**src/rtl/seg_pkg.sv**
```systemverilog
// seg_pkg: shared constants for the four-digit seven-segment scan driver.
//   NUM_DIGITS      - digits on the display
//   GLYPH[0..15]    - hex segment shapes, bit 6 = a ... bit 0 = g
//   DASH / BLANK    - overflow marker and dark digit
//   conv_state_t    - sequential binary-to-BCD converter states
//   dd_adjust()     - double-dabble add-3 step over all five BCD digits
package seg_pkg;

    localparam int NUM_DIGITS = 4;

    localparam logic [6:0] GLYPH [16] = '{
        7'h7E, 7'h30, 7'h6D, 7'h79,   // 0 1 2 3
        7'h33, 7'h5B, 7'h5F, 7'h70,   // 4 5 6 7
        7'h7F, 7'h7B, 7'h77, 7'h1F,   // 8 9 A b
        7'h4E, 7'h3D, 7'h4F, 7'h47    // C d E F
    };

    localparam logic [6:0] DASH  = 7'b0000001;
    localparam logic [6:0] BLANK = 7'b0000000;

    typedef enum logic [1:0] {
        ST_IDLE  = 2'd0,
        ST_SHIFT = 2'd1,
        ST_DONE  = 2'd2
    } conv_state_t;

    // Add 3 to every BCD digit that is 5 or more, so the following shift
    // carries correctly into the next decade.
    function automatic logic [19:0] dd_adjust(input logic [19:0] acc);
        logic [19:0] r;
        r = acc;
        for (int i = 0; i < 5; i++) begin
            if (acc[i*4 +: 4] >= 4'd5) r[i*4 +: 4] = acc[i*4 +: 4] + 4'd3;
        end
        return r;
    endfunction

endpackage

```
**src/rtl/seg_scan_display_bin2bcd.sv**
```systemverilog
// bin2bcd_seq: sequential 16-bit binary to 5-digit BCD converter
// (double dabble, one bit per cycle).
//   clk, rst   - system clock, asynchronous active-high reset
//   bin        - value to convert, sampled on the cycle start is seen in IDLE
//   start      - conversion request, ignored unless IDLE
//   done       - high for the single DONE cycle; bcd is valid then
//   bcd        - five BCD digits, bcd[3:0] least significant
// IDLE -> SHIFT (16 cycles) -> DONE (1 cycle) -> IDLE.
module bin2bcd_seq
    import seg_pkg::*;
(
    input  logic        clk,
    input  logic        rst,
    input  logic [15:0] bin,
    input  logic        start,
    output logic        done,
    output logic [19:0] bcd
);

    conv_state_t state, state_nx;
    logic [15:0] sh, sh_nx;
    logic [19:0] acc, acc_nx;
    logic [3:0]  cnt, cnt_nx;
    logic [19:0] adj;

    always_ff @(posedge clk or posedge rst) begin
        if (rst) begin
            state <= ST_IDLE;
            sh    <= '0;
            acc   <= '0;
            cnt   <= '0;
        end else begin
            state <= state_nx;
            sh    <= sh_nx;
            acc   <= acc_nx;
            cnt   <= cnt_nx;
        end
    end

    always_comb begin
        state_nx = state;
        sh_nx    = sh;
        acc_nx   = acc;
        cnt_nx   = cnt;
        adj      = dd_adjust(acc);
        unique case (state)
            ST_IDLE: begin
                if (start) begin
                    sh_nx    = bin;
                    acc_nx   = '0;
                    cnt_nx   = '0;
                    state_nx = ST_SHIFT;
                end
            end
            ST_SHIFT: begin
                // A 16-bit input never reaches bit 19 of the adjusted
                // accumulator, so dropping adj[19] loses nothing.
                acc_nx = {adj[18:0], sh[15]};
                sh_nx  = {sh[14:0], 1'b0};
                cnt_nx = cnt + 4'd1;
                if (cnt == 4'd15) state_nx = ST_DONE;
            end
            ST_DONE:  state_nx = ST_IDLE;
            default:  state_nx = ST_IDLE;
        endcase
    end

    assign done = (state == ST_DONE);
    assign bcd  = acc;

endmodule

```
**src/rtl/seg_scan_display.sv**
```systemverilog
// seg_scan_display: time-multiplexed four-digit seven-segment driver.
//   clk, rst       - system clock, asynchronous active-high reset
//   value          - 16-bit number, snapshotted once per scan frame
//   blank_en       - suppress leading zeros (digit 0 always shown)
//   dp             - per-digit decimal point
//   digital_light  - registered segments {a,b,c,d,e,f,g,dp}, active-high
//   seg_en         - registered one-hot digit enable, [0] = rightmost
// Build option SEG_DECIMAL_EN: decimal 0-9999 display through bin2bcd_seq,
// dashes on overflow. Without it the display is plain 4-digit hex.
module seg_scan_display
    import seg_pkg::*;
#(
    parameter int SCAN_DIV = 100000
) (
    input  logic        clk,
    input  logic        rst,
    input  logic [15:0] value,
    input  logic        blank_en,
    input  logic [3:0]  dp,
    output logic [7:0]  digital_light,
    output logic [3:0]  seg_en
);

    localparam int DIV_W = $clog2(SCAN_DIV);

    logic [DIV_W-1:0]                 div_cnt;
    logic [1:0]                       idx;
    logic                             run;       // low only until the first cycle after reset
    logic [15:0]                      snap;
    logic [NUM_DIGITS-1:0][3:0]       disp;
    logic                             upd_pend;  // one cycle after frame start
    logic                             disp_ovf;
    logic                             div_tc;
    logic                             frame_start;
    logic [NUM_DIGITS-1:0]            lead_zero;
    logic [6:0]                       seg_nx;

    assign div_tc      = (div_cnt == DIV_W'(SCAN_DIV - 1));
    assign frame_start = !run || (div_tc && idx == 2'd3);

    always_ff @(posedge clk or posedge rst) begin
        if (rst) begin
            div_cnt  <= '0;
            idx      <= '0;
            run      <= 1'b0;
            snap     <= '0;
            upd_pend <= 1'b0;
        end else begin
            run <= 1'b1;
            if (div_tc) begin
                div_cnt <= '0;
                idx     <= idx + 2'd1;
            end else begin
                div_cnt <= div_cnt + DIV_W'(1);
            end
            if (frame_start) snap <= value;
            upd_pend <= frame_start;
        end
    end

`ifdef SEG_DECIMAL_EN
    logic        conv_done;
    logic [19:0] bcd;

    bin2bcd_seq u_conv (
        .clk   (clk),
        .rst   (rst),
        .bin   (snap),
        .start (upd_pend),
        .done  (conv_done),
        .bcd   (bcd)
    );

    // A non-zero ten-thousands digit is exactly snap > 9999.
    always_ff @(posedge clk or posedge rst) begin
        if (rst) begin
            disp     <= '0;
            disp_ovf <= 1'b0;
        end else if (conv_done) begin
            disp     <= bcd[15:0];
            disp_ovf <= (bcd[19:16] != 4'd0);
        end
    end
`else
    assign disp_ovf = 1'b0;

    always_ff @(posedge clk or posedge rst) begin
        if (rst)           disp <= '0;
        else if (upd_pend) disp <= snap;
    end
`endif

    // Digit i >= 1 is a leading zero when it and every higher digit is 0.
    always_comb begin
        lead_zero    = '0;
        lead_zero[3] = (disp[3] == 4'd0);
        lead_zero[2] = lead_zero[3] && (disp[2] == 4'd0);
        lead_zero[1] = lead_zero[2] && (disp[1] == 4'd0);
        lead_zero[0] = 1'b0;
    end

    always_comb begin
        seg_nx = GLYPH[disp[idx]];
        if (disp_ovf)                          seg_nx = DASH;
        else if (blank_en && lead_zero[idx])   seg_nx = BLANK;
    end

    always_ff @(posedge clk or posedge rst) begin
        if (rst) begin
            seg_en        <= '0;
            digital_light <= '0;
        end else begin
            seg_en        <= 4'b0001 << idx;
            digital_light <= {seg_nx, dp[idx]};
        end
    end

endmodule

```
**config.mk**
```make
export PLATFORM = sky130hd
export DESIGN_NAME = seg_scan_display
export DESIGN_NICKNAME = d
export VERILOG_FILES = /design/src/rtl/seg_pkg.sv /design/src/rtl/seg_scan_display_bin2bcd.sv /design/src/rtl/seg_scan_display.sv
export SDC_FILE = /design/constraint.sdc
export NUM_CORES = 1
export LEC_CHECK = 0
export CAP_MARGIN = 0
export CORE_MARGIN = 8
export CORE_UTILIZATION = 45
export DETAILED_ROUTE_END_ITERATION = 7
export GPL_TIMING_DRIVEN = 0
export HOLD_SLACK_MARGIN = 0.02
export PLACE_DENSITY_LB_ADDON = 0.3
export SLEW_MARGIN = 20
export SYNTH_ARGS = -nofsm -noshare
export SYNTH_HDL_FRONTEND = slang
export SYNTH_SLANG_ARGS = --single-unit
```
**constraint.sdc**
```tcl
create_clock -name clk -period 6.01 [get_ports clk]
set_input_delay 0.601 -clock clk [delete_from_list [all_inputs] [get_ports clk]]
set_output_delay 0.601 -clock clk [all_outputs]
set_load 0.02 [all_outputs]
```
==> results of run 1 <==
## flip-flops by register name, indices dropped and copies added, names as in the netlist
signal	count
run	1
snap	16
div_cnt	17
seg_en	4
disp	16
digital_light	8
upd_pend	1
idx	2
## final timing paths
kind / startpoint / to / slack [ns] / cells after the start
worst max-delay path: idx[0]$_DFFE_PP0N_ / digital_light[7]$_DFF_PP0_ / 3.53 / 9
worst min-delay path: snap[2]$_DFFE_PP0P_ / snap[2]$_DFFE_PP0P_ / 0.49 / 1
worst max register to register: idx[0]$_DFFE_PP0N_ / digital_light[7]$_DFF_PP0_ / 3.53 / 9
worst min register to register: snap[2]$_DFFE_PP0P_ / snap[2]$_DFFE_PP0P_ / 0.49 / 1
max in group asynchronous: rst / div_cnt[3]$_DFF_PP0_ / 4.90 / 3
min in group asynchronous: rst / snap[9]$_DFFE_PP0P_ / 0.59 / 2
## layout by cell type (no fill, tap or decap), types with 2 or more instances in the layout
master           instances
a21oi_1                  3
a221oi_1                 2
a311oi_1                 2
and3_1                   5
buf_1                    2
buf_2                    2
clkbuf_1                 4
clkbuf_8                11
clkdlybuf4s50_1         34
clkinvlp_4               2
dfrtp_1                 65
ha_1                    11
inv_1                    5
mux2_1                   9
mux2_2                  25
mux2i_1                  9
mux4_2                   3
nand2_1                 10
nand3_1                  6
nand4_1                  3
nor2_1                  16
nor3_1                   3
nor4_1                   3
o21ai_0                  5
o31ai_1                  2
or4bb_1                  2
xnor2_1                 12
xor2_1                   4
## power by group through the flow
| stage | registers, mW | logic [mW] | clock network [mW] |
|---|---|---|---|
| final | 0.498 | 0.158 | 0.389 |
| after global routing | 0.503 | 0.174 | 0.420 |
| after CTS | 0.498 | 0.160 | 0.397 |
| after detailed placement | 0.507 | 0.159 | 0 |
| after global placement | 0.505 | 0.153 | 0 |
| after floorplan | 0.515 | 0.0853 | 0 |
## critical path: stages, from the launching register on
cell and delay (ns):
dfrtp_1 0.39, buf_2 0.23, mux4_2 0.59, inv_1 0.15, ha_1 0.16, clkbuf_1 0.30
mux2i_1 0.12, a21oi_1 0.18, a2bb2oi_1 0.18, nor2_1 0.06
## cell type report
cell class	count	area, sq um
fillers	510	2730
flip-flops and latches	65	1630
multi-input cells	147	1250
inverters	7	28.8
repair buffers	35	360
plain buffers	9	47.5
well taps	77	96.3
clock inverters	5	62.6
clock buffers	11	151
## routing by layer
metal | wire, um | vias to the layer above | share of wire (%)
li1 | - | 899 | -
met1 | 2600 | 902 | 50
met2 | 2330 | 38 | 44
met3 | 269 | 4 | 5.1
met4 | 45 | 0 | 0.86
met5 | 0 | - | 0
## cell families after synthesis
group / after synthesis / synth area share (%)
simple gates: 56 / 10.7
xor+xnor: 16 / 4.75
fa+ha+maj: 11 / 4.66
compound gates: 17 / 3.82
other cells: 1 / 0.127
buf+inv: 16 / 2.50
flops: 65 / 55.1
mux: 46 / 18.3
==> impl_metrics.ini, run 1 <==
[clocking]
clock-sinks = 65
insertion_delay_ns = 0.34
holdBufCountCts = 0
htree_levels = 3
root_buffer = clkbuf_8
clockBufferDepth = 2
cts_buffers = 9
cts_setup_buffers = 0
cts_tree = yes
clkTransAtPathRegs_ns = 0.08
post_cts_resized = 0

[logic_synthesis]
synth_area_leader_cell = dfrtp_1
avgSynthCellArea_sq_um = 12.9
synth.area.top_cells = dfrtp_1 (55%), mux2_2 (9.5%), ha_1 (4.7%), xnor2_1 (3.6%), mux2_1 (3.4%)
synth_commonest_cells = dfrtp_1 (65), mux2_2 (25), nor2_1 (16)
yosys_warnings = 0
synth_async_sr_flop_share_pct = 100
syn-instance-count = 228
synth_top_area_share_pct = 55.1
yosysUniqueCellTypes = 39
syn-num-nets = 262
synthesis.area_sq_mm = 0.00295
yosysSeqAreaShare_pct = 55.1
synth_edf_count = 0
synth_seq_cells = 65
synth_ff_type = dfrtp_1
yosysMostFrequentCell = dfrtp_1

[drt]
firstDrtPassIters = 6
drt_iter0_drc = 70
vias_per_cell = 5.18
drt_wl_total_um = 5240
detail_route.wl_per_cell_um = 14.7
antenna_left = 0
drc = 0
vias = 1843

[sta]
layout_setup_ws_ns = 3.53
fmax_mhz = 403
slew_headroom_pct = 61.4
worst_pin_slew_ns = 0.579
hold_viol_final = 0
period_share_pct = 41.3
period_needed_ns = 2.48
setup_viol = 0
drv_slew = 0
rsz0062_at_grt = false
setup_tns_ns = 0
holdWs_ns = 0.486
worst_clock_skew_ns = 0.0120

[grt]
grt_usage_pct = 11.8
antenna_found_initial = 0
grt_use_met3_pct = 4.84
grt_pass1_wl_um = 9160
grt-ovfl-total = 0
use_met2_pct = 16.6
grt_start_max_net_pins = 39
busiest_layer = met2
use_met1_pct = 15.7
grt_pass1_vias = 1883

[worst_setup_path]
required_ns = 6.23
path_class = register to register
worst_setup_path_end_kind = register
startpoint_type = register
cp.arrival_ns = 2.71
path_max_fanout = 8

[layout]
nets = 308
diodes = 0
drive_gt1_share_pct = 19.0
synthToLayoutAreaGrowth_pct = 22.8
stdcell_area_sq_mm = 0.00362
final-instance-count-excl-fill = 356
post-route-util_pct = 57.1

[power]
leakagePower_nw = 1.56
seq_power_share_pct = 47.7
clkPwrFrac_pct = 37.3
ir_worst_vdd_v = 0.000207
combinationalPowerShare_pct = 15.1
p_sw_share_pct = 25.9
fin_total_pwr_mw = 1.05
p_int_uw = 774
p_per_area_mw_per_mm2 = 288
p_switching_uw = 271

[die]
pin_count = 35
die-area_sq_mm = 0.00941
rows = 29
coreArea_sq_mm = 0.00635
fp.dieW_um = 97.0
start_util_pct = 46.5
die_h_um = 97.0

[place]
place_hpwl_um = 3770
port_buffers = 34
dp_cells = 340
placed_cell_area_sq_mm = 0.00341
pre_cts_ws_ns = 3.54
gp_congestion = 0.817

[job]
drv_cap = 0

[min_path]
hp-class = register to register

[run_status]
outcome = complete, no violations
No activity file was read; power rests on OpenSTA's default activity.
==> run 2: changes to the inputs <==
==> constraint.sdc (replaced) <==
create_clock -name clk -period 2.4 [get_ports clk]
set_input_delay 0.24 -clock clk [delete_from_list [all_inputs] [get_ports clk]]
set_output_delay 0.24 -clock clk [all_outputs]
set_load 0.02 [all_outputs]
==> impl_metrics.ini, run 2 (synthesized netlist as in run 1, its figures left out) <==
[clocking]
root_buffer = clkbuf_8
cts_setup_buffers = 0
cts_tree = yes
cts_buffers = 9
htree_levels = 3
insertion_delay_ns = 0.34
clkTransAtPathRegs_ns = 0.08
clockBufferDepth = 2
clock-sinks = 65

[drt]
drt_iter0_drc = 65
antenna_left = 0
drc = 0
drt_wl_total_um = 5220
detail_route.wl_per_cell_um = 14.7
firstDrtPassIters = 4
vias = 1842
vias_per_cell = 5.19

[power]
p_int_mw = 1.94
p_switching_uw = 677
p_sw_share_pct = 25.9
seq_power_share_pct = 47.6
fin_total_pwr_mw = 2.62
combinationalPowerShare_pct = 15.3
clkPwrFrac_pct = 37.1
ir_worst_vdd_v = 0.000519
leakagePower_nw = 1.55
p_per_area_mw_per_mm2 = 721

[layout]
drive_gt1_share_pct = 19.4
final-instance-count-excl-fill = 355
top_regs = div_cnt: 17 flops, disp: 16 flops, snap: 16 flops
mostFrequentLayoutCell = dfrtp_1
regMostFlops = div_cnt
mostFrequentLayoutCells = dfrtp_1 (65), clkdlybuf4s50_1 (34), mux2_2 (25)
synthToLayoutAreaGrowth_pct = 23.2
stdcell_area_sq_mm = 0.00364
diodes = 0
nets = 307
largest_reg_flops = 17

[job]
drv_cap = 0

[die]
fp.dieW_um = 97.0
die_h_um = 97.0
pin_count = 35
die-area_sq_mm = 0.00941
start_util_pct = 46.5
coreArea_sq_mm = 0.00635
rows = 29

[min_path]
hp-class = input pin to asynchronous set/reset pin

[sta]
fmax_mhz = 443
slew_headroom_pct = 62.4
period_needed_ns = 2.25
hold_viol_final = 0
rsz0062_at_grt = false
period_share_pct = 94.0
worst_pin_slew_ns = 0.564
setup_viol = 0
setup_tns_ns = 0
worst_clock_skew_ns = 0.0119
drv_slew = 0

[grt]
antenna_found_initial = 0
grt_pass1_vias = 1888
grt-ovfl-total = 0
grt_start_max_net_pins = 39
grt_pass1_wl_um = 9160
grt_usage_pct = 11.8

[worst_setup_path]
r2r-start = div_cnt[13]$_DFF_PP0_
path_max_fanout = 10
worst_setup_path_end_kind = register
required_ns = 2.61
startpoint_type = register
cp.arrival_ns = 2.47
cp-startpoint = div_cnt[13]$_DFF_PP0_
path_class = register to register

[place]
port_buffers = 34
gp_congestion = 0.817
place_hpwl_um = 3770
dp_cells = 340
placed_cell_area_sq_mm = 0.00341

[run_status]
outcome = complete, no violations
## run 2: changes by cell type in the layout (fill, tap and decap cells not counted), sizes merged
| cell | delta |
|---|---|
| buf | -1 |
## run 2: critical path: stages (launching register included)
cell     delay, ns
dfrtp_1       0.41
or4b_4        0.56
nor4_4        0.40
nand2_2       0.12
nand2_4       0.15
buf_8         0.16
mux2_1        0.33
## run 2: stage by stage
step	hold slack (ns)	setup WS, ns	utilization (%)
floorplan	0.375	0.246	-
global placement	0.467	-0.559	53.4
detailed placement	0.470	-0.0718	53.7
CTS	0.232	0.0269	57.0
global route	0.255	0.0139	57.3
finish	0.230	0.145	57.3
## run 2: what timing repair did
item | CTS | global route
hold endpoints to repair | 0 | 0
cloned | 0 | 0
setup endpoints to repair | 1 | 1
gates resized for setup | 0 | 3
hold buffers | 0 | 0
## run 2: power groups by stage
stage / logic, mW / clock network [mW] / registers (mW)
global route: 0.442 / 1.05 / 1.26
CTS: 0.400 / 0.995 / 1.25
global placement: 0.383 / 0 / 1.27
floorplan: 0.213 / 0 / 1.29
detailed placement: 0.398 / 0 / 1.27
finish: 0.400 / 0.973 / 1.25
## run 2: final cells by class
type | instances | area, sq um
plain buffers | 8 | 46.3
clock buffers | 11 | 151
clock inverters | 5 | 62.6
fillers | 509 | 2710
inverters | 7 | 28.8
multi-input cells | 147 | 1260
flip-flops and latches | 65 | 1630
well taps | 77 | 96.3
repair buffers | 35 | 360
## run 2: path summary, 6_finish.rpt
check	endpoint	slack [ns]	cells past startpoint
max	snap[7]$_DFFE_PP0P_	0.15	6
min	snap[9]$_DFFE_PP0P_	0.23	2
max in group asynchronous	div_cnt[3]$_DFF_PP0_	1.65	3
min in group clk	snap[2]$_DFFE_PP0P_	0.49	1
min reg2reg	snap[2]$_DFFE_PP0P_	0.49	1
max reg2reg	snap[7]$_DFFE_PP0P_	0.15	6
## run 2: routing by layer
layer	part of all wire [%]	up-vias	global-route usage (%)
met5	0	-	0
met3	5.2	5	4.84
met1	49	899	15.7
met4	1.0	0	4.26
met2	44	39	16.6
li1	-	899	-
